## src/rtl/udp_traffic_gen_pkg.sv

```systemverilog
// ---------------------------------------------------------------------------------------------
// udp_traffic_gen_pkg
//   Shared definitions for the UDP traffic generator: data-pattern mode codes, FSM state
//   encodings, the PRBS seed and small helper functions (length clamp, PRBS8 step).
// ---------------------------------------------------------------------------------------------
package udp_traffic_gen_pkg;

    // Payload pattern selected by i_cfg_mode
    typedef enum logic [1:0] {
        ModeIncr  = 2'd0,
        ModeFixed = 2'd1,
        ModePrbs8 = 2'd2,
        ModeSeq   = 2'd3
    } gen_mode_e;

    // Generator FSM
    typedef enum logic [2:0] {
        StIdle    = 3'd0,
        StWaitRdy = 3'd1,
        StSend    = 3'd2,
        StGap     = 3'd3,
        StEnd     = 3'd4
    } gen_state_e;

    localparam logic [7:0] PrbsSeed = 8'hFF;

    // Clamp a requested payload length into [min_len, max_len]
    function automatic logic [15:0] clamp_len(input logic [15:0] len,
                                              input logic [15:0] min_len,
                                              input logic [15:0] max_len);
        logic [15:0] res;
        res = len;
        if (len < min_len) begin
            res = min_len;
        end else if (len > max_len) begin
            res = max_len;
        end
        return res;
    endfunction

    // One step of the x^8+x^6+x^5+x^4+1 Fibonacci LFSR; newest bit enters at bit 0
    function automatic logic [7:0] prbs8_next(input logic [7:0] s);
        return {s[6:0], s[7] ^ s[5] ^ s[4] ^ s[3]};
    endfunction

endpackage

```

## src/rtl/udp_traffic_gen_prbs8.sv

```systemverilog
// ---------------------------------------------------------------------------------------------
// udp_traffic_gen_prbs8
//   8-bit PRBS source for the traffic generator (x^8+x^6+x^5+x^4+1, Fibonacci form).
//   The current register value is the byte presented; it advances once per emitted byte.
// Ports
//   i_clk        clock, rising edge
//   i_rst_n      asynchronous active-low reset (register returns to the seed)
//   i_seed_load  reload the seed (start of a run); has priority over i_adv
//   i_adv        step the LFSR after the current byte has been used
//   o_byte       current PRBS byte
// ---------------------------------------------------------------------------------------------
module udp_traffic_gen_prbs8
    import udp_traffic_gen_pkg::*;
(
    input  logic       i_clk,
    input  logic       i_rst_n,
    input  logic       i_seed_load,
    input  logic       i_adv,
    output logic [7:0] o_byte
);

    logic [7:0] lfsr_q, lfsr_d;

    always_comb begin
        lfsr_d = lfsr_q;
        if (i_seed_load) begin
            lfsr_d = PrbsSeed;
        end else if (i_adv) begin
            lfsr_d = prbs8_next(lfsr_q);
        end
    end

    always_ff @(posedge i_clk or negedge i_rst_n) begin
        if (!i_rst_n) begin
            lfsr_q <= PrbsSeed;
        end else begin
            lfsr_q <= lfsr_d;
        end
    end

    assign o_byte = lfsr_q;

endmodule

```

## src/rtl/udp_traffic_gen.sv

```systemverilog
// ---------------------------------------------------------------------------------------------
// udp_traffic_gen
//   On-chip UDP payload load generator feeding the stack user-TX port. A run emits
//   i_cfg_num packets (0 = until i_stop) of clamped length, separated by a configurable
//   idle gap, with one of four payload patterns (INCR, FIXED, PRBS8, SEQ).
// Ports
//   i_clk, i_rst_n       clock (rising edge) and asynchronous active-low reset
//   i_start              pulse: latch configuration and begin a run (ignored while busy)
//   i_stop               pulse: finish the current packet and gap, then end the run
//   i_cfg_len/gap/num    payload length, inter-packet gap cycles, packets per run
//   i_cfg_mode           payload pattern
//   i_send_ready         stack can take a new packet (only looked at between packets)
//   o_send_udp_*         payload byte, clamped length, last flag, byte valid
//   o_busy, o_done       run in progress; one-cycle pulse when the run ends
//   o_pkt_cnt            packets completed in the current / last run (saturating)
// ---------------------------------------------------------------------------------------------
module udp_traffic_gen
    import udp_traffic_gen_pkg::*;
#(
    parameter int unsigned P_MIN_LEN = 18,
    parameter int unsigned P_MAX_LEN = 1472,
    parameter int unsigned P_GAP_W   = 16,
    parameter int unsigned P_CNT_W   = 32,
    parameter logic [7:0]  P_FILL    = 8'hA5
) (
    input  logic               i_clk,
    input  logic               i_rst_n,
    input  logic               i_start,
    input  logic               i_stop,
    input  logic [15:0]        i_cfg_len,
    input  logic [P_GAP_W-1:0] i_cfg_gap,
    input  logic [P_CNT_W-1:0] i_cfg_num,
    input  logic [1:0]         i_cfg_mode,
    input  logic               i_send_ready,
    output logic [7:0]         o_send_udp_data,
    output logic [15:0]        o_send_udp_len,
    output logic               o_send_udp_last,
    output logic               o_send_udp_valid,
    output logic               o_busy,
    output logic               o_done,
    output logic [P_CNT_W-1:0] o_pkt_cnt
);

    localparam logic [15:0]        MinLen = 16'(P_MIN_LEN);
    localparam logic [15:0]        MaxLen = 16'(P_MAX_LEN);
    localparam logic [P_GAP_W-1:0] GapOne = P_GAP_W'(1);
    localparam logic [P_CNT_W-1:0] CntOne = P_CNT_W'(1);

    gen_state_e         state_q, state_d;
    gen_mode_e          mode_q, mode_d;
    logic [15:0]        len_q, len_d;
    logic [P_GAP_W-1:0] gap_cfg_q, gap_cfg_d;
    logic [P_GAP_W-1:0] gap_cnt_q, gap_cnt_d;
    logic [P_CNT_W-1:0] num_q, num_d;
    logic [P_CNT_W-1:0] pkt_cnt_q, pkt_cnt_d;
    logic [15:0]        byte_idx_q, byte_idx_d;
    logic               stop_pend_q, stop_pend_d;

    logic               start_acc;
    logic               sending;
    logic               is_last;
    logic               stop_seen;
    logic [P_CNT_W-1:0] cnt_inc;
    logic               end_after_send;
    logic               end_after_gap;
    logic [7:0]         prbs_byte;
    logic [7:0]         byte_val;
    logic [31:0]        seq_word;
    logic [15:0]        seq_off;

    assign start_acc = (state_q == StIdle) && i_start;
    assign sending   = (state_q == StSend);
    assign is_last   = (byte_idx_q == len_q - 16'd1);
    assign stop_seen = stop_pend_q || i_stop;

    // Completed-packet count never wraps in continuous mode
    assign cnt_inc = (pkt_cnt_q != '1) ? pkt_cnt_q + CntOne : pkt_cnt_q;

    // With a zero gap the end-of-run decision is taken on the last byte itself, so it must
    // use the count as it will be after this packet.
    assign end_after_send = stop_seen || ((num_q != '0) && (cnt_inc == num_q));
    assign end_after_gap  = stop_seen || ((num_q != '0) && (pkt_cnt_q == num_q));

    // -----------------------------------------------------------------------------------------
    // FSM next state and counters
    // -----------------------------------------------------------------------------------------
    always_comb begin
        state_d     = state_q;
        mode_d      = mode_q;
        len_d       = len_q;
        gap_cfg_d   = gap_cfg_q;
        gap_cnt_d   = gap_cnt_q;
        num_d       = num_q;
        pkt_cnt_d   = pkt_cnt_q;
        byte_idx_d  = byte_idx_q;
        stop_pend_d = stop_pend_q;

        case (state_q)
            StIdle: begin
                // A coincident i_stop is deliberately dropped here
                if (i_start) begin
                    mode_d      = gen_mode_e'(i_cfg_mode);
                    len_d       = clamp_len(i_cfg_len, MinLen, MaxLen);
                    gap_cfg_d   = i_cfg_gap;
                    num_d       = i_cfg_num;
                    pkt_cnt_d   = '0;
                    byte_idx_d  = '0;
                    gap_cnt_d   = '0;
                    stop_pend_d = 1'b0;
                    state_d     = StWaitRdy;
                end
            end

            StWaitRdy: begin
                if (i_stop) begin
                    state_d = StEnd;
                end else if (i_send_ready) begin
                    byte_idx_d = '0;
                    state_d    = StSend;
                end
            end

            StSend: begin
                if (i_stop) begin
                    stop_pend_d = 1'b1;
                end
                if (is_last) begin
                    byte_idx_d = '0;
                    pkt_cnt_d  = cnt_inc;
                    gap_cnt_d  = '0;
                    if (gap_cfg_q != '0) begin
                        state_d = StGap;
                    end else if (end_after_send) begin
                        state_d = StEnd;
                    end else begin
                        state_d = StWaitRdy;
                    end
                end else begin
                    byte_idx_d = byte_idx_q + 16'd1;
                end
            end

            StGap: begin
                if (i_stop) begin
                    stop_pend_d = 1'b1;
                end
                if (gap_cnt_q == gap_cfg_q - GapOne) begin
                    state_d = end_after_gap ? StEnd : StWaitRdy;
                end else begin
                    gap_cnt_d = gap_cnt_q + GapOne;
                end
            end

            StEnd: begin
                state_d = StIdle;
            end

            default: begin
                state_d = StIdle;
            end
        endcase
    end

    always_ff @(posedge i_clk or negedge i_rst_n) begin
        if (!i_rst_n) begin
            state_q     <= StIdle;
            mode_q      <= ModeIncr;
            len_q       <= '0;
            gap_cfg_q   <= '0;
            gap_cnt_q   <= '0;
            num_q       <= '0;
            pkt_cnt_q   <= '0;
            byte_idx_q  <= '0;
            stop_pend_q <= 1'b0;
        end else begin
            state_q     <= state_d;
            mode_q      <= mode_d;
            len_q       <= len_d;
            gap_cfg_q   <= gap_cfg_d;
            gap_cnt_q   <= gap_cnt_d;
            num_q       <= num_d;
            pkt_cnt_q   <= pkt_cnt_d;
            byte_idx_q  <= byte_idx_d;
            stop_pend_q <= stop_pend_d;
        end
    end

    // -----------------------------------------------------------------------------------------
    // Payload pattern
    // -----------------------------------------------------------------------------------------
    // PRBS is reseeded per run and keeps running across packets of that run
    udp_traffic_gen_prbs8 u_prbs8 (
        .i_clk       (i_clk),
        .i_rst_n     (i_rst_n),
        .i_seed_load (start_acc),
        .i_adv       (sending),
        .o_byte      (prbs_byte)
    );

    assign seq_word = 32'(pkt_cnt_q);
    assign seq_off  = byte_idx_q - 16'd4;

    always_comb begin
        byte_val = '0;
        case (mode_q)
            ModeIncr:  byte_val = byte_idx_q[7:0];
            ModeFixed: byte_val = P_FILL;
            ModePrbs8: byte_val = prbs_byte;
            ModeSeq: begin
                // Big-endian sequence number of this packet, then an INCR tail from 0
                if (byte_idx_q < 16'd4) begin
                    case (byte_idx_q[1:0])
                        2'd0:    byte_val = seq_word[31:24];
                        2'd1:    byte_val = seq_word[23:16];
                        2'd2:    byte_val = seq_word[15:8];
                        default: byte_val = seq_word[7:0];
                    endcase
                end else begin
                    byte_val = seq_off[7:0];
                end
            end
            default: byte_val = '0;
        endcase
    end

    // -----------------------------------------------------------------------------------------
    // Outputs
    // -----------------------------------------------------------------------------------------
    assign o_send_udp_valid = sending;
    assign o_send_udp_last  = sending && is_last;
    assign o_send_udp_data  = sending ? byte_val : 8'h00;
    assign o_send_udp_len   = len_q;
    assign o_busy           = (state_q != StIdle);
    assign o_done           = (state_q == StEnd);
    assign o_pkt_cnt        = pkt_cnt_q;

endmodule

```

## config.mk

```make
export PLATFORM = sky130hd
export DESIGN_NAME = udp_traffic_gen
export DESIGN_NICKNAME = d
export VERILOG_FILES = /design/src/rtl/udp_traffic_gen_pkg.sv /design/src/rtl/udp_traffic_gen_prbs8.sv /design/src/rtl/udp_traffic_gen.sv
export SDC_FILE = /design/constraint.sdc
export NUM_CORES = 1
export LEC_CHECK = 0
export CORE_ASPECT_RATIO = 1.5
export CORE_MARGIN = 5
export CORE_UTILIZATION = 55
export CTS_CLUSTER_DIAMETER = 80
export CTS_CLUSTER_SIZE = 25
export DETAILED_ROUTE_END_ITERATION = 12
export DONT_BUFFER_PORTS = 1
export HOLD_SLACK_MARGIN = 0.06
export PLACE_DENSITY = 0.75
export SLEW_MARGIN = 15
export SYNTH_ARGS = -nofsm -noshare
export SYNTH_HDL_FRONTEND = slang
export SYNTH_SLANG_ARGS = --single-unit
export TNS_END_PERCENT = 1
```

## constraint.sdc

```tcl
create_clock -name i_clk -period 3.1 [get_ports i_clk]
set_input_delay 0.465 -clock i_clk [delete_from_list [all_inputs] [get_ports i_clk]]
set_output_delay 0.465 -clock i_clk [all_outputs]
set_load 0.1 [all_outputs]
```

**Word-level counts from Yosys, hierarchy flattened**

Cells that the tools add are included.
Widths: inputs -> output; s select.

- Input port bits: 71
- Bits in latches: 0
- Memories: 0
- ROM bits: 0
- Bits in writable memories: 0
- Output and inout bits: 60
- Word-level logic and storage cells: 101
- Flip-flop bits (word level): 142

- Shifts and indexed selects: 0
- Magnitude comparators: 3
- $add $sub $neg: 6
- Muxes and demuxes: 32
- $mul: 0
- Equality and inequality tests: 22
- Bitwise logic cells: 3
- Reduce and logical (&&, ||, !) cells: 25
- Div/mod/pow operators: 0

Operators with widths:

| operator | number |
|---|---|
| $mux 16 | 8 |
| $mux 32 | 3 |
| $pmux 16 s3 | 2 |
| $eq 32x32->1 | 2 |
| $pmux 32 s2 | 1 |
| $add 16x1->16 const B | 2 |
| $add 32x1->32 const B | 1 |
| $eq 16x16->1 | 2 |
| $mux 8 | 4 |
| $ne 32x32->1 const B | 1 |
| $pmux 8 s4 | 1 |
| $reduce_bool 32->1 | 1 |
| $sub 16x1->16 const B | 2 |
| $mux 3 | 8 |
| $pmux 8 s3 | 1 |
| $gt 16x11->1 const B | 1 |
| $lt 16x3->1 const B | 1 |
| $lt 16x5->1 const B | 1 |
| $reduce_bool 16->1 | 1 |
| $pmux 3 s4 | 1 |
| $reduce_and 4->1 | 3 |
| $ne 2x2->1 const B | 5 |
| $reduce_bool 3->1 | 3 |
| $sub 8x3->8 const B | 1 |
| other kinds (18) | 35 |

**Longest topological paths before layout**

- Depth after elaboration: 9
- Gate-level depth with buffers: 14
- Depth with buffers taken out: 11

**Cells and area by module**

A second synthesis with hierarchy kept.

- Cell total of the unflattened synthesis: 1215
- Area total of the unflattened synthesis: 9804.4 um2

Modules (own cells, without submodules):

| module | times used | area an instance (um2) | cells each | sequential area each (um2) |
|---|---|---|---|---|
| udp_traffic_gen | 1 | 9451.6 | 1186 | 3353.2 |
| udp_traffic_gen_prbs8 | 1 | 352.8 | 29 | 210.2 |

**Worst setup path after synthesis**

No wires, ideal clock.

- Kind: register to register
- Start: register len_q[7], in the netlist o_send_udp_len[7]
- End: register pkt_cnt_q[20], in the netlist o_pkt_cnt[20]
- Path buffers: 1
- Setup slack: -2.143 ns
- Arrival: 5.111 ns
- Data required time: 2.968 ns
- Setup time: 0.132 ns
- Clock period less this slack: 5.243 ns
- Cell stages (with the launch flop): 11
- Path through: dfrtp_1 buf_6 or4_4 or3_1 o21ai_0 or3b_1 or4_4 nor4_2 nand3_1 xor2_1 nor2_1

- Cells in the longest elaborated chain, start to end: 4

RTL lines:

| what | RTL line | text |
|---|---|---|
| start, declared | udp_traffic_gen.sv:51 | `logic [15:0] len_q, len_d;` |
| start signal, assigned | udp_traffic_gen.sv:178 | `len_q <= len_d;` |
| $sub 16x1->16 | udp_traffic_gen.sv:73 | `assign is_last = (byte_idx_q == len_q - 16'd1);` |
| $eq 16x16->1 | udp_traffic_gen.sv:73 |  |
| $ne 2x1->1 (no line) | - |  |
| $reduce_and 3->1 (no line) | - |  |
| end signal, assigned | udp_traffic_gen.sv:182 | `pkt_cnt_q <= pkt_cnt_d;` |
| end, declared | udp_traffic_gen.sv:55 | `logic [P_CNT_W-1:0] pkt_cnt_q, pkt_cnt_d;` |

Every way passes these cells.
A chain may end at the register's enable or synchronous reset.

**Worst setup path after layout**

- Start: register len_q[7], in the netlist o_send_udp_len[7]
- End: output port o_send_udp_last

- Cells in the longest elaborated chain, start to end: 3

RTL lines:

| what | RTL line | text |
|---|---|---|
| $sub 16x1->16 | udp_traffic_gen.sv:73 |  |
| $eq 16x16->1 | udp_traffic_gen.sv:73 |  |
| $logic_and 1x1->1 | udp_traffic_gen.sv:230 | `assign o_send_udp_last = sending && is_last;` |
| end, declared | udp_traffic_gen.sv:37 | `output logic o_send_udp_last,` |

Every way passes these cells.

==> Flow_metrics.wiki <==
{| class="wikitable"
! Metric !! Value
|-
| H-tree depth reported by CTS || 4
|-
| Number of flops mapped to enable cells by yosys || 0
|-
| Core Box Area || 17400 um^2
|-
| Worst max-slew margin expressed relative to the limit || 43.8%
|-
| Async set-reset flop share out of synthesis || 100%
|-
| Post-detailed-route via-to-cell ratio || 6.30
|-
| Slew Viols, Final || 0
|-
| Starting utilization of the core area || 56.1%
|-
| Half-perimeter wire length after placement || 26200 um
|-
| Share of synthesized area occupied by flip-flops and latches || 36.4%
|-
| Largest net degree at the start of global routing || 143
|-
| Most used DFF post-synth || dfrtp_1
|-
| Violated checks || hold timing, setup timing
|-
| Antenna violations before repair || 0
|-
| Clock root buffer master || clkbuf_16
|-
| Width of the die || 119 um
|-
| Total power of the final layout || 3.97 mW
|-
| Register clock-pin slew on the reported worst setup and hold paths || 0.07 ns
|-
| Max Clock Freq || 0.270 GHz
|-
| Total gr overflow || 0
|-
| Number of distinct library cells after synthesis || 72
|-
| Number of flip-flops and latches in the synthesized netlist || 142
|-
| TritonCTS Buffers || 17
|-
| Routed wirelength normalized by instance count || 21.4 um
|-
| Dominant cells by area after synthesis || dfrtp_1 34%, nand2_1 8.9%, xor2_1 6.1%
|-
| Hold/Removal Path Class || primary input to asynchronous set/reset pin
|-
| Transition at the pin with the smallest max-transition slack || 0.834 ns
|-
| Post-detailed-route count of antenna-violating nets || 0
|-
| Maximum fanout along the worst path || 4
|-
| Clock latency of the later-clocked register in the worst-skew pair || 0.44 ns
|-
| Last weighted congestion value of the routability-driven placer || 0.992
|-
| Global-route wire length before repair || 54300 um
|-
| Yosys top cell area share || 34.3%
|-
| Min Clock Period, post-route || 3.70 ns
|-
| Crit path setup slack, layout || -0.603 ns
|-
| Dominant cell type by area after synthesis || dfrtp_1
|-
| Max VDD drop || 325 uV
|-
| Count of input and output buffers || 0
|-
| Number of diodes added for antenna fixing || 0
|-
| Critical path class || flop to output pin
|-
| Area growth from synthesis to final layout || 24.4%
|-
| Top-level port count || 131
|-
| Pwr per Cell Area || 326 nW/um^2
|-
| Die outline height || 173 um
|-
| Post-Syn Instances || 1234
|-
| Setup repair after global routing missed its margin || true
|-
| Yosys warning count || 0
|-
| Iter 0 DRT Violations || 867
|-
| Clock tree from TritonCTS || done
|-
| Kind of capture point of the worst setup path || output pin
|-
| Area of the die || 20600 um^2
|-
| Required time worst endpoint || 2.63 ns
|-
| Total clock sinks || 142
|-
| Number of global-route vias before repair || 9859
|-
| Fraction of final layout cells sized beyond drive strength 1 || 22.7%
|-
| Mean instance size in the synthesized netlist || 7.92 um^2
|-
| Net Count, Synth || 1315
|-
| Outcome || finished, violations left
|-
| Post-Route Hold Slack || -0.276 ns
|-
| Setup clock skew after layout || 0.0130 ns
|-
| Total GRT Usage || 33.1%
|-
| CP startpoint kind || flop
|-
| Lkg Pwr || 5.43 nW
|-
| TritonRoute pass-1 iters || 8
|-
| Vias after detailed routing || 10100
|-
| Final net count || 1454
|-
| Number of core rows || 59
|-
| Number of DRC violations after detailed routing || 0
|-
| Hold Violations, Final || 142
|-
| Final worst-path cycle share || 119%
|-
| CTS max path bufs || 2
|-
| Setup Viol. Count Final || 68
|-
| Worst path arrival time || 3.24 ns
|-
| Total Wirelength || 34300 um
|-
| Max-cap check violation count || 0
|-
| Setup WS pre-CTS || -0.362 ns
|-
| Cell area after technology mapping || 9780 um^2
|}
==> logic make-up (layout without fill, tap and decap cells) <==
| kind of cell | count (synthesis) | after routing | synth area share [%] |
|---|---|---|---|
| AND/OR/NAND/NOR | 609 | 609 | 30.5 |
| AO/OA/AOI/OAI | 218 | 218 | 14.4 |
| adder cells (fa/ha/maj) | 10 | 10 | 1.28 |
| flip-flops | 142 | 142 | 36.4 |
| multiplexers | 18 | 18 | 1.89 |
| XOR/XNOR | 116 | 116 | 10.4 |
| buffers and inverters | 121 | 273 | 5.03 |
==> final cells by class <==
class,count,area (um^2)
inverter,33,126
timing repair buffer,208,1710
fill,1401,5260
clock inverter,15,175
sequential,142,3580
tap,213,267
clock buffer,17,425
multi-input combinational,971,5870
==> metrics by stage <==
step	instance area (um^2)	setup TNS, ns	util (%)	cells	hold slack, ns
after detailed placement	11400	-17.59	65.6	1565	0.175
after global routing	12200	-32.61	69.8	1599	-0.299
after CTS	12100	-27.69	69.3	1598	-0.287
after global placement	11400	-15.82	65.6	1565	0.176
after floorplan	9810	-29.87	-	1234	0.169
final	12200	-22.75	69.8	1599	-0.276
==> worst paths after layout <==
path | cells past startpoint | slack (ns) | endpoint | start
max | 8 | -0.60 | o_send_udp_last | o_send_udp_len[7]$_DFFE_PN0P_
min | 0 | -0.28 | o_pkt_cnt[17]$_DFFE_PN0P_ | i_rst_n
max reg2reg | 10 | -0.48 | state_q[2]$_DFFE_PN0P_ | o_send_udp_len[7]$_DFFE_PN0P_
min reg2reg | 2 | 0.48 | stop_pend_q$_DFFE_PN0P_ | stop_pend_q$_DFFE_PN0P_
max in group asynchronous | 0 | 3.01 | num_q[31]$_DFFE_PN0P_ | i_rst_n
min in group i_clk | 2 | 0.13 | num_q[5]$_DFFE_PN0P_ | i_cfg_num[5]
==> Yosys cell counts (8+ instances only) <==
cell,number
mux2i_1,14
a211oi_1,8
inv_1,32
and4_1,10
a31oi_1,20
nor4_1,32
ha_1,10
dfrtp_1,134
clkbuf_1,72
a222oi_1,8
nand3_1,62
xor2_1,68
a21oi_1,44
nor3_1,38
nand2b_1,8
and3_1,9
buf_2,9
xnor2_1,48
or2_2,9
or3_1,18
nand4_1,37
nor2_1,106
or4_1,10
dfstp_2,8
o211ai_1,13
nand2_1,232
o21ai_0,60
==> layout by cell type, fill, tap and decap left out, types with 4 or more instances in the layout <==
cell type / netlist / layout
nor4_1: 32 / 32
ha_1: 10 / 8
a22oi_1: 6 / 5
a21oi_1: 44 / 44
a222oi_1: 8 / 8
nor3_1: 38 / 35
and2_1: 7 / 6
nand2b_1: 8 / 8
nand4_1: 37 / 37
mux2i_1: 14 / 14
o2111ai_1: 6 / 5
o21ai_0: 60 / 59
nor4_4: 2 / 4
nor2_1: 106 / 100
xor2_1: 68 / 68
a31oi_1: 20 / 18
a2111oi_0: 4 / 4
inv_8: 0 / 4
inv_1: 32 / 31
a211oi_1: 8 / 5
mux2_2: 4 / 4
nor2b_1: 4 / 4
clkbuf_16: 0 / 17
nor2_2: 1 / 7
or2_2: 9 / 9
o22ai_1: 7 / 7
a211o_1: 4 / 4
and4_1: 10 / 10
dfrtp_2: 0 / 10
dfrtp_1: 134 / 122
or3_1: 18 / 17
buf_4: 1 / 195
dfstp_2: 8 / 8
or4_1: 10 / 10
and3_1: 9 / 9
nand3_1: 62 / 61
o211ai_1: 13 / 13
nand2_1: 232 / 231
buf_12: 0 / 10
xnor2_1: 48 / 47
==> state kept, by name, indices dropped and copies added (netlist names) <==
register,flops
byte_idx_q,16
o_send_udp_len,16
o_pkt_cnt,32
mode_q,2
gap_cnt_q,16
state_q,3
num_q,32
gap_cfg_q,16
u_prbs8.o_byte,8
stop_pend_q,1
==> metal layers <==
| layer | part of all wire, % | vias up | GRT usage (%) |
|---|---|---|---|
| li1 | - | 4651 | - |
| met1 | 38 | 4810 | 39.8 |
| met2 | 49 | 482 | 56.2 |
| met3 | 7.0 | 125 | 5.84 |
| met4 | 5.9 | 0 | 17.9 |
| met5 | 0 | - | 0 |
==> timing repair <==
item                                    4_1_cts  5_1_grt
pin swaps                                     3        8
resized for setup                            10       20
endpoints found under the hold margin       142      142
buffers inserted                              1        1
endpoints found under the setup margin       75       76
==> report_power, final <==
part           internal [mW]  switching (mW)  total, mW  leakage, nW
Clock                   1.15           0.958       2.11        0.288
Sequential              1.85               0       1.85         1.67
Combinational        0.00326         0.00224    0.00550         3.47
Total                   3.00           0.961       3.97         5.43
==> worst max-delay path, stage by stage (launching register included) <==
cell and delay (ns):
dfrtp_4 0.47, or4_4 0.51, or4_4 0.46, or3_1 0.38, a211oi_2 0.27, nor3_4 0.09
nor4_4 0.25, buf_4 0.19, buf_16 0.17
Power figures use the tool's default switching activity.
